`config.mk`:
```
export PLATFORM = sky130hd
export DESIGN_NAME = b2_phase_sequencer_flat
export DESIGN_NICKNAME = d
export VERILOG_FILES = /design/src/rtl/b2_phase_sequencer_pkg.sv /design/src/rtl/b2_phase_sequencer_if.sv /design/src/rtl/b2_phase_sequencer_timer.sv /design/src/rtl/b2_phase_sequencer.sv /design/src/flat_wrapper.sv
export SDC_FILE = /design/constraint.sdc
export NUM_CORES = 1
export LEC_CHECK = 0
export ABC_AREA = 1
export CAP_MARGIN = 20
export CORE_ASPECT_RATIO = 1.1
export CORE_MARGIN = 5
export CORE_UTILIZATION = 43
export DETAILED_ROUTE_END_ITERATION = 10
export HOLD_SLACK_MARGIN = 0.05
export PLACE_DENSITY = 0.75
export SLEW_MARGIN = 15
export SYNTH_ARGS = -nofsm -noshare
export SYNTH_HDL_FRONTEND = slang
export SYNTH_HIERARCHICAL = 1
export SYNTH_SLANG_ARGS = --single-unit
```
`constraint.sdc`:
```
create_clock -name clk -period 2 [get_ports clk]
set_input_delay 0.3 -clock clk [delete_from_list [all_inputs] [get_ports clk]]
set_output_delay 0.3 -clock clk [all_outputs]
set_load 0.02 [all_outputs]
```
`src/rtl/b2_phase_sequencer_pkg.sv`:
```
// Shared types and constants for the Block2 phase sequencer.
package b2_seq_pkg;

    // Sequencer states, in the order a frame walks through them
    typedef enum logic [2:0] {
        ST_IDLE   = 3'd0,
        ST_FILL   = 3'd1,
        ST_WEIGHT = 3'd2,
        ST_SLIDE  = 3'd3,
        ST_DRAIN  = 3'd4,
        ST_DONE   = 3'd5,
        ST_ERR    = 3'd6
    } seq_state_t;

    // Error codes reported on err_code while err is high
    localparam logic [1:0] ERR_OVERRUN = 2'd0;
    localparam logic [1:0] ERR_FILL    = 2'd1;
    localparam logic [1:0] ERR_WEIGHT  = 2'd2;
    localparam logic [1:0] ERR_SLIDE   = 2'd3;

    // Phase counter width: wide enough for both the watchdog limit and the
    // drain length, since one counter serves both
    function automatic int cnt_w(input int timeout, input int drain_cyc);
        int biggest;
        biggest = (timeout > drain_cyc) ? timeout : drain_cyc;
        return (biggest <= 2) ? 1 : $clog2(biggest);
    endfunction

endpackage

```
`src/rtl/b2_phase_sequencer_if.sv`:
```
// Input-buffer port bundle: the two requesters (fill controller and
// sliding-window unit) and the arbitrated port driven to the buffer banks.
interface b2_phase_sequencer_if #(
    parameter int ADDR_W = 5
);
    logic [ADDR_W-1:0] fill_addr;
    logic              fill_wea;
    logic              fill_ena;

    logic [ADDR_W-1:0] swu_addr;
    logic              swu_wea;
    logic              swu_ena;

    logic [ADDR_W-1:0] ib_addr;
    logic              ib_wea;
    logic              ib_ena;

    // Sequencer side: consumes both requester ports, drives the buffer port
    modport master (
        input  fill_addr, fill_wea, fill_ena,
        input  swu_addr,  swu_wea,  swu_ena,
        output ib_addr,   ib_wea,   ib_ena
    );

    // Environment side: requesters drive, buffer banks observe
    modport slave (
        output fill_addr, fill_wea, fill_ena,
        output swu_addr,  swu_wea,  swu_ena,
        input  ib_addr,   ib_wea,   ib_ena
    );
endinterface

```
`src/rtl/b2_phase_sequencer_timer.sv`:
```
// Shared phase counter. Cleared whenever the sequencer changes state, it
// counts cycles spent in the current phase and flags both the watchdog
// limit and the end of the drain window.
module b2_phase_timer #(
    parameter int TIMEOUT   = 1024,
    parameter int DRAIN_CYC = 4,
    parameter int CNT_W     = 10
) (
    input  logic clk,
    input  logic rst_n,
    input  logic clear,
    input  logic run,
    output logic timeout,
    output logic drain_end
);

    logic [CNT_W-1:0] count;

    // Restart on phase entry, otherwise count while a timed phase is active
    always_ff @(posedge clk or negedge rst_n) begin
        if (!rst_n) begin
            count <= '0;
        end else if (clear) begin
            count <= '0;
        end else if (run) begin
            count <= count + 1'b1;
        end
    end

    assign timeout   = (count == CNT_W'(TIMEOUT - 1));
    assign drain_end = (count == CNT_W'(DRAIN_CYC - 1));

endmodule

```
`src/rtl/b2_phase_sequencer.sv`:
```
// Block2 phase sequencer: walks each frame through fill, weight transfer,
// sliding-window compute and pipeline drain, arbitrates the input-buffer
// port, guards each phase with a watchdog and queues one pending frame.
module b2_phase_sequencer
    import b2_seq_pkg::*;
#(
    parameter int ADDR_W    = 5,
    parameter int TIMEOUT   = 1024,
    parameter int DRAIN_CYC = 4
) (
    input  logic                  clk,
    input  logic                  rst_n,
    input  logic                  bin_val,
    input  logic                  fill_done,
    input  logic                  wt_done,
    input  logic                  slide_done,
    b2_phase_sequencer_if.master  buf_if,
    output logic                  fill_en,
    output logic                  wt_en,
    output logic                  swu_en,
    output logic                  pe_en,
    output logic                  busy,
    output logic                  frame_done,
    output logic [7:0]            frame_cnt,
    output logic                  err,
    output logic [1:0]            err_code
);

    localparam int CNT_W = cnt_w(TIMEOUT, DRAIN_CYC);

    seq_state_t        state;
    seq_state_t        state_next;
    logic              bin_val_d;
    logic              rise;
    logic              pending;
    logic              phase_active;
    logic              timeout;
    logic              drain_end;
    logic [1:0]        fault_code;
    logic              pending_set;
    logic              overrun_drop;
    logic [ADDR_W-1:0] mux_addr;
    logic              mux_wea;
    logic              mux_ena;

    assign rise         = bin_val & ~bin_val_d;
    assign phase_active = (state == ST_FILL)  || (state == ST_WEIGHT) ||
                          (state == ST_SLIDE) || (state == ST_DRAIN);

    b2_phase_timer #(
        .TIMEOUT   (TIMEOUT),
        .DRAIN_CYC (DRAIN_CYC),
        .CNT_W     (CNT_W)
    ) u_timer (
        .clk       (clk),
        .rst_n     (rst_n),
        .clear     (state_next != state),
        .run       (phase_active),
        .timeout   (timeout),
        .drain_end (drain_end)
    );

    // State register and the delayed copy of bin_val for edge detection
    always_ff @(posedge clk or negedge rst_n) begin
        if (!rst_n) begin
            state     <= ST_IDLE;
            bin_val_d <= 1'b0;
        end else begin
            state     <= state_next;
            bin_val_d <= bin_val;
        end
    end

    // Next-state logic; a done pulse beats a same-cycle watchdog expiry
    always_comb begin
        state_next = state;
        fault_code = ERR_OVERRUN;
        case (state)
            ST_IDLE: begin
                if (rise) state_next = ST_FILL;
            end
            ST_FILL: begin
                if (fill_done) begin
                    state_next = ST_WEIGHT;
                end else if (timeout) begin
                    state_next = ST_ERR;
                    fault_code = ERR_FILL;
                end
            end
            ST_WEIGHT: begin
                if (wt_done) begin
                    state_next = ST_SLIDE;
                end else if (timeout) begin
                    state_next = ST_ERR;
                    fault_code = ERR_WEIGHT;
                end
            end
            ST_SLIDE: begin
                if (slide_done) begin
                    state_next = ST_DRAIN;
                end else if (timeout) begin
                    state_next = ST_ERR;
                    fault_code = ERR_SLIDE;
                end
            end
            ST_DRAIN: begin
                if (drain_end) state_next = ST_DONE;
            end
            ST_DONE: begin
                state_next = (pending || rise) ? ST_FILL : ST_IDLE;
            end
            ST_ERR: begin
                state_next = ST_IDLE;
            end
            default: begin
                state_next = ST_IDLE;
            end
        endcase
    end

    // Classify a mid-frame request: queue it, or drop it as an overrun
    always_comb begin
        pending_set  = 1'b0;
        overrun_drop = 1'b0;
        if (rise && phase_active) begin
            if (!pending) begin
                pending_set = 1'b1;
            end else if (state_next != ST_ERR) begin
                overrun_drop = 1'b1;
            end
        end
    end

    // One-deep pending-frame slot, consumed by DONE and flushed by ERR
    always_ff @(posedge clk or negedge rst_n) begin
        if (!rst_n) begin
            pending <= 1'b0;
        end else if ((state == ST_DONE) || (state == ST_ERR) || (state_next == ST_ERR)) begin
            pending <= 1'b0;
        end else if (pending_set) begin
            pending <= 1'b1;
        end
    end

    // Registered frame and error status, aligned with the DONE/ERR cycle
    always_ff @(posedge clk or negedge rst_n) begin
        if (!rst_n) begin
            frame_done <= 1'b0;
            frame_cnt  <= 8'd0;
            err        <= 1'b0;
            err_code   <= ERR_OVERRUN;
        end else begin
            frame_done <= (state_next == ST_DONE);
            if (state_next == ST_DONE) begin
                frame_cnt <= frame_cnt + 8'd1;
            end
            err <= (state_next == ST_ERR) || overrun_drop;
            if (state_next == ST_ERR) begin
                err_code <= fault_code;
            end else if (overrun_drop) begin
                err_code <= ERR_OVERRUN;
            end
        end
    end

    // Moore decode of the phase enables
    always_comb begin
        fill_en = 1'b0;
        wt_en   = 1'b0;
        swu_en  = 1'b0;
        pe_en   = 1'b0;
        busy    = (state != ST_IDLE);
        case (state)
            ST_FILL:   fill_en = 1'b1;
            ST_WEIGHT: wt_en   = 1'b1;
            ST_SLIDE: begin
                swu_en = 1'b1;
                pe_en  = 1'b1;
            end
            ST_DRAIN:  pe_en   = 1'b1;
            default: begin
                fill_en = 1'b0;
            end
        endcase
    end

    // Buffer-port arbitration: the owner of the current phase gets the port
    always_comb begin
        mux_addr = '0;
        mux_wea  = 1'b0;
        mux_ena  = 1'b0;
        case (state)
            ST_FILL: begin
                mux_addr = buf_if.fill_addr;
                mux_wea  = buf_if.fill_wea;
                mux_ena  = buf_if.fill_ena;
            end
            ST_SLIDE: begin
                mux_addr = buf_if.swu_addr;
                mux_wea  = buf_if.swu_wea;
                mux_ena  = buf_if.swu_ena;
            end
            default: begin
                mux_addr = '0;
            end
        endcase
    end

    assign buf_if.ib_addr = mux_addr;
    assign buf_if.ib_wea  = mux_wea;
    assign buf_if.ib_ena  = mux_ena;

endmodule

```
`src/flat_wrapper.sv`:
```
// flat-port wrapper written by rule: the top's interface ports become plain ports
module b2_phase_sequencer_flat import b2_seq_pkg::*;
#(
    parameter int ADDR_W    = 5,
    parameter int TIMEOUT   = 1024,
    parameter int DRAIN_CYC = 4
)
  (clk, rst_n, bin_val, fill_done, wt_done, slide_done, fill_en, wt_en, swu_en, pe_en, busy, frame_done, frame_cnt, err, err_code, buf_if_fill_addr, buf_if_fill_wea, buf_if_fill_ena, buf_if_swu_addr, buf_if_swu_wea, buf_if_swu_ena, buf_if_ib_addr, buf_if_ib_wea, buf_if_ib_ena);
  b2_phase_sequencer_if #(.ADDR_W(ADDR_W)) buf_if_i ();
  input  logic clk;
  input  logic rst_n;
  input  logic bin_val;
  input  logic fill_done;
  input  logic wt_done;
  input  logic slide_done;
  output logic fill_en;
  output logic wt_en;
  output logic swu_en;
  output logic pe_en;
  output logic busy;
  output logic frame_done;
  output logic [7:0] frame_cnt;
  output logic err;
  output logic [1:0] err_code;
  input wire logic [$bits(buf_if_i.fill_addr)-1:0] buf_if_fill_addr;
  input wire logic [$bits(buf_if_i.fill_wea)-1:0] buf_if_fill_wea;
  input wire logic [$bits(buf_if_i.fill_ena)-1:0] buf_if_fill_ena;
  input wire logic [$bits(buf_if_i.swu_addr)-1:0] buf_if_swu_addr;
  input wire logic [$bits(buf_if_i.swu_wea)-1:0] buf_if_swu_wea;
  input wire logic [$bits(buf_if_i.swu_ena)-1:0] buf_if_swu_ena;
  output wire logic [$bits(buf_if_i.ib_addr)-1:0] buf_if_ib_addr;
  output wire logic [$bits(buf_if_i.ib_wea)-1:0] buf_if_ib_wea;
  output wire logic [$bits(buf_if_i.ib_ena)-1:0] buf_if_ib_ena;
  assign buf_if_i.fill_addr = buf_if_fill_addr;
  assign buf_if_i.fill_wea = buf_if_fill_wea;
  assign buf_if_i.fill_ena = buf_if_fill_ena;
  assign buf_if_i.swu_addr = buf_if_swu_addr;
  assign buf_if_i.swu_wea = buf_if_swu_wea;
  assign buf_if_i.swu_ena = buf_if_swu_ena;
  assign buf_if_ib_addr = buf_if_i.ib_addr;
  assign buf_if_ib_wea = buf_if_i.ib_wea;
  assign buf_if_ib_ena = buf_if_i.ib_ena;
  b2_phase_sequencer #(.ADDR_W(ADDR_W), .TIMEOUT(TIMEOUT), .DRAIN_CYC(DRAIN_CYC)) u_core (.clk(clk), .rst_n(rst_n), .bin_val(bin_val), .fill_done(fill_done), .wt_done(wt_done), .slide_done(slide_done), .buf_if(buf_if_i), .fill_en(fill_en), .wt_en(wt_en), .swu_en(swu_en), .pe_en(pe_en), .busy(busy), .frame_done(frame_done), .frame_cnt(frame_cnt), .err(err), .err_code(err_code));
endmodule
```
After elaboration in Yosys (flattened, before gate mapping)
Index checks and enable logic that the tools add are counted.
{"block": "word_totals", "register_bits": 27, "latch_bits": 0, "ram_bits": 0, "mem_bits_ro": 0, "input_bits": 20, "out_inout_bits": 24, "elab_cells": 71, "memories": 0}
{"block": "op_classes", "addsub": 2, "n_mul": 0, "div": 0, "n_lt_le_gt_ge": 0, "eq_ne": 12, "shifts": 0, "mux": 33, "n_bitwise": 2, "reduce_logical": 14}
{"cell": "two-way mux 10 bit", "count": 2}
{"cell": "two-way mux 3 bit", "count": 6}
{"cell": "one-hot mux 3 bit (6 select lines)", "count": 1}
{"cell": "equality test 3 bit (second input constant)", "count": 5}
{"cell": "two-way mux 2 bit", "count": 7}
{"cell": "two-way mux 1 bit", "count": 13}
{"cell": "adder 10 x 1 -> 10 bit (second input constant)", "count": 1}
{"cell": "equality test 10 bit (second input constant)", "count": 1}
{"cell": "equality test 10 x 2 -> 1 bit (second input constant)", "count": 1}
{"cell": "one-hot mux 5 bit (2 select lines)", "count": 1}
{"cell": "adder 8 x 1 -> 8 bit (second input constant)", "count": 1}
{"cell": "logical OR 1 bit", "count": 7}
{"cell": "equality test 3 x 2 -> 1 bit (second input constant)", "count": 2}
{"cell": "one-hot mux 2 bit (3 select lines)", "count": 1}
{"cell": "nonzero test 2 bit", "count": 3}
{"cell": "one-hot mux 1 bit (2 select lines)", "count": 2}
{"cell": "equality test 3 x 1 -> 1 bit (second input constant)", "count": 1}
{"cell": "zero test 3 bit", "count": 1}
{"cell": "inequality test 3 bit", "count": 1}
{"cell": "inequality test 3 bit (second input constant)", "count": 1}
{"cell": "nonzero test 3 bit", "count": 1}
{"cell": "OR reduction 2 bit", "count": 1}
{"cell": "AND 1 bit", "count": 1}
{"cell": "logical AND 1 bit", "count": 1}
{"cell": "inverter 1 bit", "count": 1}

Longest topological paths before layout
{"block": "depth", "ltp_word": 11, "mapped_depth": 20, "mapped_depth_nobuf": 20}

Modules after synthesis
The synthesis kept the hierarchy.
{"mod": "b2_phase_sequencer", "n_inst": 1, "cells_each": 122, "area_per_inst_um2": 1031.0}
{"mod": "b2_phase_timer", "n_inst": 1, "cells_each": 78, "area_per_inst_um2": 580.6}

Worst setup path before layout
OpenSTA, ideal clock, no wires.
{"block": "synth_timing", "kind": "register to register", "from": "register u_core.u_timer.count[0]", "to": "register u_core.u_timer.count[3]", "setup_time_ns": 0.122, "arrival_ns": 2.056, "path_slack_ns": -0.178, "path_stages_with_launch": 17, "n_path_buf": 0, "synth_period_minus_slack_ns": 2.178, "cell_sequence": "dfrtp_1 ha_1 nand2_1 nor3b_1 nor2_1 nand2_2 nand2_1 nor2_2 nand2_2 nand2_1 nand2_1 inv_1 nand2_1 nor2_4 nor2_4 o21ai_0 nor2_1"}
{"block": "synth_via", "elab_chain_cells": 6, "elab_cells_between_ends": 13}
{"element": "start, declared", "line": "b2_phase_sequencer_timer.sv:17", "text": "logic [CNT_W-1:0] count;"}
{"element": "start signal, assigned", "line": "b2_phase_sequencer_timer.sv:26", "text": "count <= count + 1'b1;"}
{"element": "equality test 10 bit (*)", "line": "b2_phase_sequencer_timer.sv:30", "text": "assign timeout = (count == CNT_W'(TIMEOUT - 1));"}
{"element": "via u_core.timeout", "line": "b2_phase_sequencer.sv:37", "text": "logic timeout;"}
{"element": "two-way mux 3 bit (*)", "line": "b2_phase_sequencer.sv:85, b2_phase_sequencer.sv:93, b2_phase_sequencer.sv:101"}
{"element": "two-way mux 3 bit (on tied branches)", "line": "b2_phase_sequencer.sv:99, b2_phase_sequencer.sv:83, b2_phase_sequencer.sv:91"}
{"element": "one-hot mux 3 bit (6 select lines) (*)", "line": "b2_phase_sequencer.sv:78", "text": "case (state)"}
{"element": "via u_core.state_next[0]", "line": "b2_phase_sequencer.sv:32", "text": "seq_state_t state_next;"}
{"element": "inequality test 3 bit (*)", "line": "b2_phase_sequencer.sv:57", "text": ".clear (state_next != state),"}
{"element": "two-way mux 10 bit or nonzero test 2 bit (tied branches)"}
The timed path passes the listed nets; every way through them passes the cells marked *. The select of a mux whose other input is x is not followed.
A chain may end at the register's enable or synchronous reset.

Worst setup path in the final report
{"block": "layout_timing", "from": "register u_core.u_timer.count[0]", "to": "register u_core.u_timer.count[5]"}
{"block": "layout_via", "elab_cells_between_ends": 13}
{"element": "equality test 10 x 2 -> 1 bit (*)", "line": "b2_phase_sequencer_timer.sv:31", "text": "assign drain_end = (count == CNT_W'(DRAIN_CYC - 1));"}
{"element": "via u_core.drain_end", "line": "b2_phase_sequencer.sv:38", "text": "logic drain_end;"}
{"element": "two-way mux 3 bit (*)", "line": "b2_phase_sequencer.sv:107", "text": "if (drain_end) state_next = ST_DONE;"}
{"element": "one-hot mux 3 bit (6 select lines) (*)", "line": "b2_phase_sequencer.sv:78"}
{"element": "via u_core.state_next[0]", "line": "b2_phase_sequencer.sv:32"}
{"element": "inequality test 3 bit (*)", "line": "b2_phase_sequencer.sv:57"}
{"element": "two-way mux 10 bit or nonzero test 2 bit (tied branches)"}
Marked as above.

==> out/qor.csv <==
metric;value;unit
worst path buffer plus inverter count;3;
initial antenna violation count;0;
Total Routing Usage GR;18.5;%
max-slew violation count;0;
row count;23;
FF+latch count, synth;27;
Skew-Pair Late Insertion Delay;270;ps
area delta synth->final;52.6;%
Routed WL;4350;µm
DRT Pass-1 Iters;4;
Period Utilization, post-route;108;%
fraction of registers with async set/reset;100;%
crit path max-delay cell type;dfrtp_1;
TritonCTS buffer count;3;
Cell Area, Placed;2250;µm²
outcome;finished, violations left;
Synth Cell Area;1610;µm²
Period minus WS final;2160;ps
Die Wd;68.4;µm
MaxCap Viol Count;0;
min setup slack post-route;-160;ps
Die Span Y;74.2;µm
Worst Setup Path Type;register to register;
Critical Path RT;2210;ps
pwr dens;1030;nW/µm²
skew final;2.71;ps
Mapped Cells;200;
CTS Sinks;27;
yosys warns;6;
commonest non-fill, non-tap cell in the layout;nand2_1;
total grt overflow;0;
worst min-delay path category;input port to asynchronous set/reset pin;
WP data arrival;2380;ps
RSZ-0062 raised after global routing;yes;
Yosys cell types;26;
Slew Limit Headroom;76.1;%
GPL Wtd Cong;0.832;
Vias;1596;
Max Root-Sink Buffers;2;
critical path startpoint category;register;
final hold violation count;0;
nets;298;
CP Max Fanout;7;
largest net degree at the start of global routing;28;
ANT nets after route;0;
number of flops mapped to enable cells by yosys;0;
fin util;67.8;%
violated checks;negative setup slack;
register area share after synthesis;41.9;%
Fmax;0.463;GHz
syn_area_per_cell;8.06;µm²
CTS root buf;clkbuf_8;
layout cell share with drive strength beyond 1;32.4;%
crit-path cells;ha_4 -> buf_6 -> nand4_1 -> nor3_2 -> nand3_2 -> nand2_2 -> nor2_4 -> nand2_2 -> nand2_1 -> nand2_1 -> inv_2 -> nand2_4 -> nor2_4 -> nor2_4 -> nand2_2 -> nand2_1 -> inv_1 -> nor2_2;
core area;3630;µm²
Initial Util;44.4;%
Main synth FF type;dfrtp_1;
htree depth;1;
Setup Viol. Count Final;8;
antenna cells;0;
DP Wirelength;3090;µm
Least-Margin Pin Slew;359;ps
TritonCTS clock tree;built;
LEAKAGE;0.00127;µW
Worst VDD drop;0.695;mV
vias in the first global route;1592;
I/O Pins;44;
DRC Markers;0;
CP Capture Type;register;
syn nets;222;
Wirelength per Cell;13.4;µm
most frequent cells in the layout;37 x nand2_1, 31 x clkdlybuf4s50_1, 31 x buf_4;
cell area after layout;2460;µm²
DRT iter0 DRCs;65;
first-pass GRT wire length;7270;µm
CTS Hold Bufs;0;
critical path's top delay family;simple AND/OR/NAND/NOR gates;
die area;5070;µm²
CTS clk-pin slew, worst paths;100;ps
Vias per Instance;4.91;
slowest cell delay on critical path;410;ps
count of input and output buffers;43;
==> where the power goes <==
group          total (µW)  internal (µW)  switching, µW  leakage (µW)
logic                1530            662            869      0.000884
registers             693            618           75.1      0.000365
clock network         318            141            176     0.0000217
==> registers in the layout, summed over array words and instances (netlist names) <==
name	flops
u_core/pending	1
u_core/bin_val_d	1
u_core/err	1
u_core/state	3
u_core/u_timer/count	10
u_core/frame_cnt	8
u_core/err_code	2
u_core/frame_done	1
==> synthesized netlist by cell type, types with 2 or more instances <==
cell type  number  area, µm²
a21oi_1         9       45.0
a22o_1          7       61.3
buf_6           4       45.0
dfrtp_1        27        676
ha_1            2       25.0
inv_1          22       82.6
inv_4           2       12.5
nand2_1        44        165
nand2_2         6       37.5
nand3_1        18       90.1
nand3_2         2       20.0
nand4_1         4       25.0
nor2_1         22       82.6
nor2_2          4       25.0
nor2_4          5       56.3
nor3_1          4       20.0
nor3_2          2       20.0
o21bai_1        2       15.0
xnor2_1         3       26.3
xor2_1          5       43.8
==> routing by layer <==
layer / track usage [%] / up-vias / wire, µm
met5: 0 / - / 0
met4: 6.40 / 0 / 63
met3: 1.96 / 9 / 110
met2: 32.3 / 34 / 2300
met1: 23.7 / 756 / 1880
li1: - / 797 / -
==> cell families (layout without fill, tap and decap cells) <==
logic type / count (synthesis) / after routing / share of synthesized area, %
and+or+nand+nor: 113 / 113 / 34.5
buffers and inverters: 29 / 104 / 8.93
DFF: 27 / 27 / 41.9
AOI/OAI and AO/OA: 21 / 21 / 8.77
xor gates and xnor gates: 8 / 8 / 4.35
adders and majority gates: 2 / 2 / 1.55
==> final timing paths <==
check                                        start                      end  slack, ps  cells after the start
setup reg to reg           u_core/u_timer/count[0]  u_core/u_timer/count[5]       -160                     18
hold reg to reg                u_core/frame_cnt[6]      u_core/frame_cnt[6]        510                      1
hold / removal                               rst_n  u_core/u_timer/count[3]        400                      2
setup / recovery           u_core/u_timer/count[0]  u_core/u_timer/count[5]       -160                     18
max in group asynchronous                    rst_n          u_core/state[2]       1310                      2
min in group clk                           bin_val         u_core/bin_val_d        510                      1
==> stage by stage <==
| stage | hold slack [ps] | power (µW) | setup TNS (ps) | setup WS (ps) | instances |
|---|---|---|---|---|---|
| 2_1_floorplan | 4.41 | 1600 | 0 | 0.450 | 200 |
| 6_report | 397 | 2540 | -1090 | -160 | 325 |
| 3_5_place_dp | 491 | 2060 | -1550 | -219 | 313 |
| 5_1_grt | 428 | 2740 | -2860 | -369 | 325 |
| 3_3_place_gp | 490 | 2050 | -1210 | -170 | 313 |
| 4_1_cts | 412 | 2360 | -1250 | -175 | 320 |
==> timing repair <==
item,4_1_cts,5_1_grt
setup endpoints to repair,21,12
gates resized for setup,27,21
buffers inserted,3,5
pin swaps,11,16
endpoints found under the hold margin,0,0
==> cell type report <==
type                       instances  area (µm²)
timing repair buffer              75         666
sequential                        27         677
multi-input combinational        144         903
fill                             318        1170
clock inverter                     1        7.51
inverter                          25         103
clock buffer                       3        41.3
tap                               50        62.6
Power figures use the tool's default switching activity.
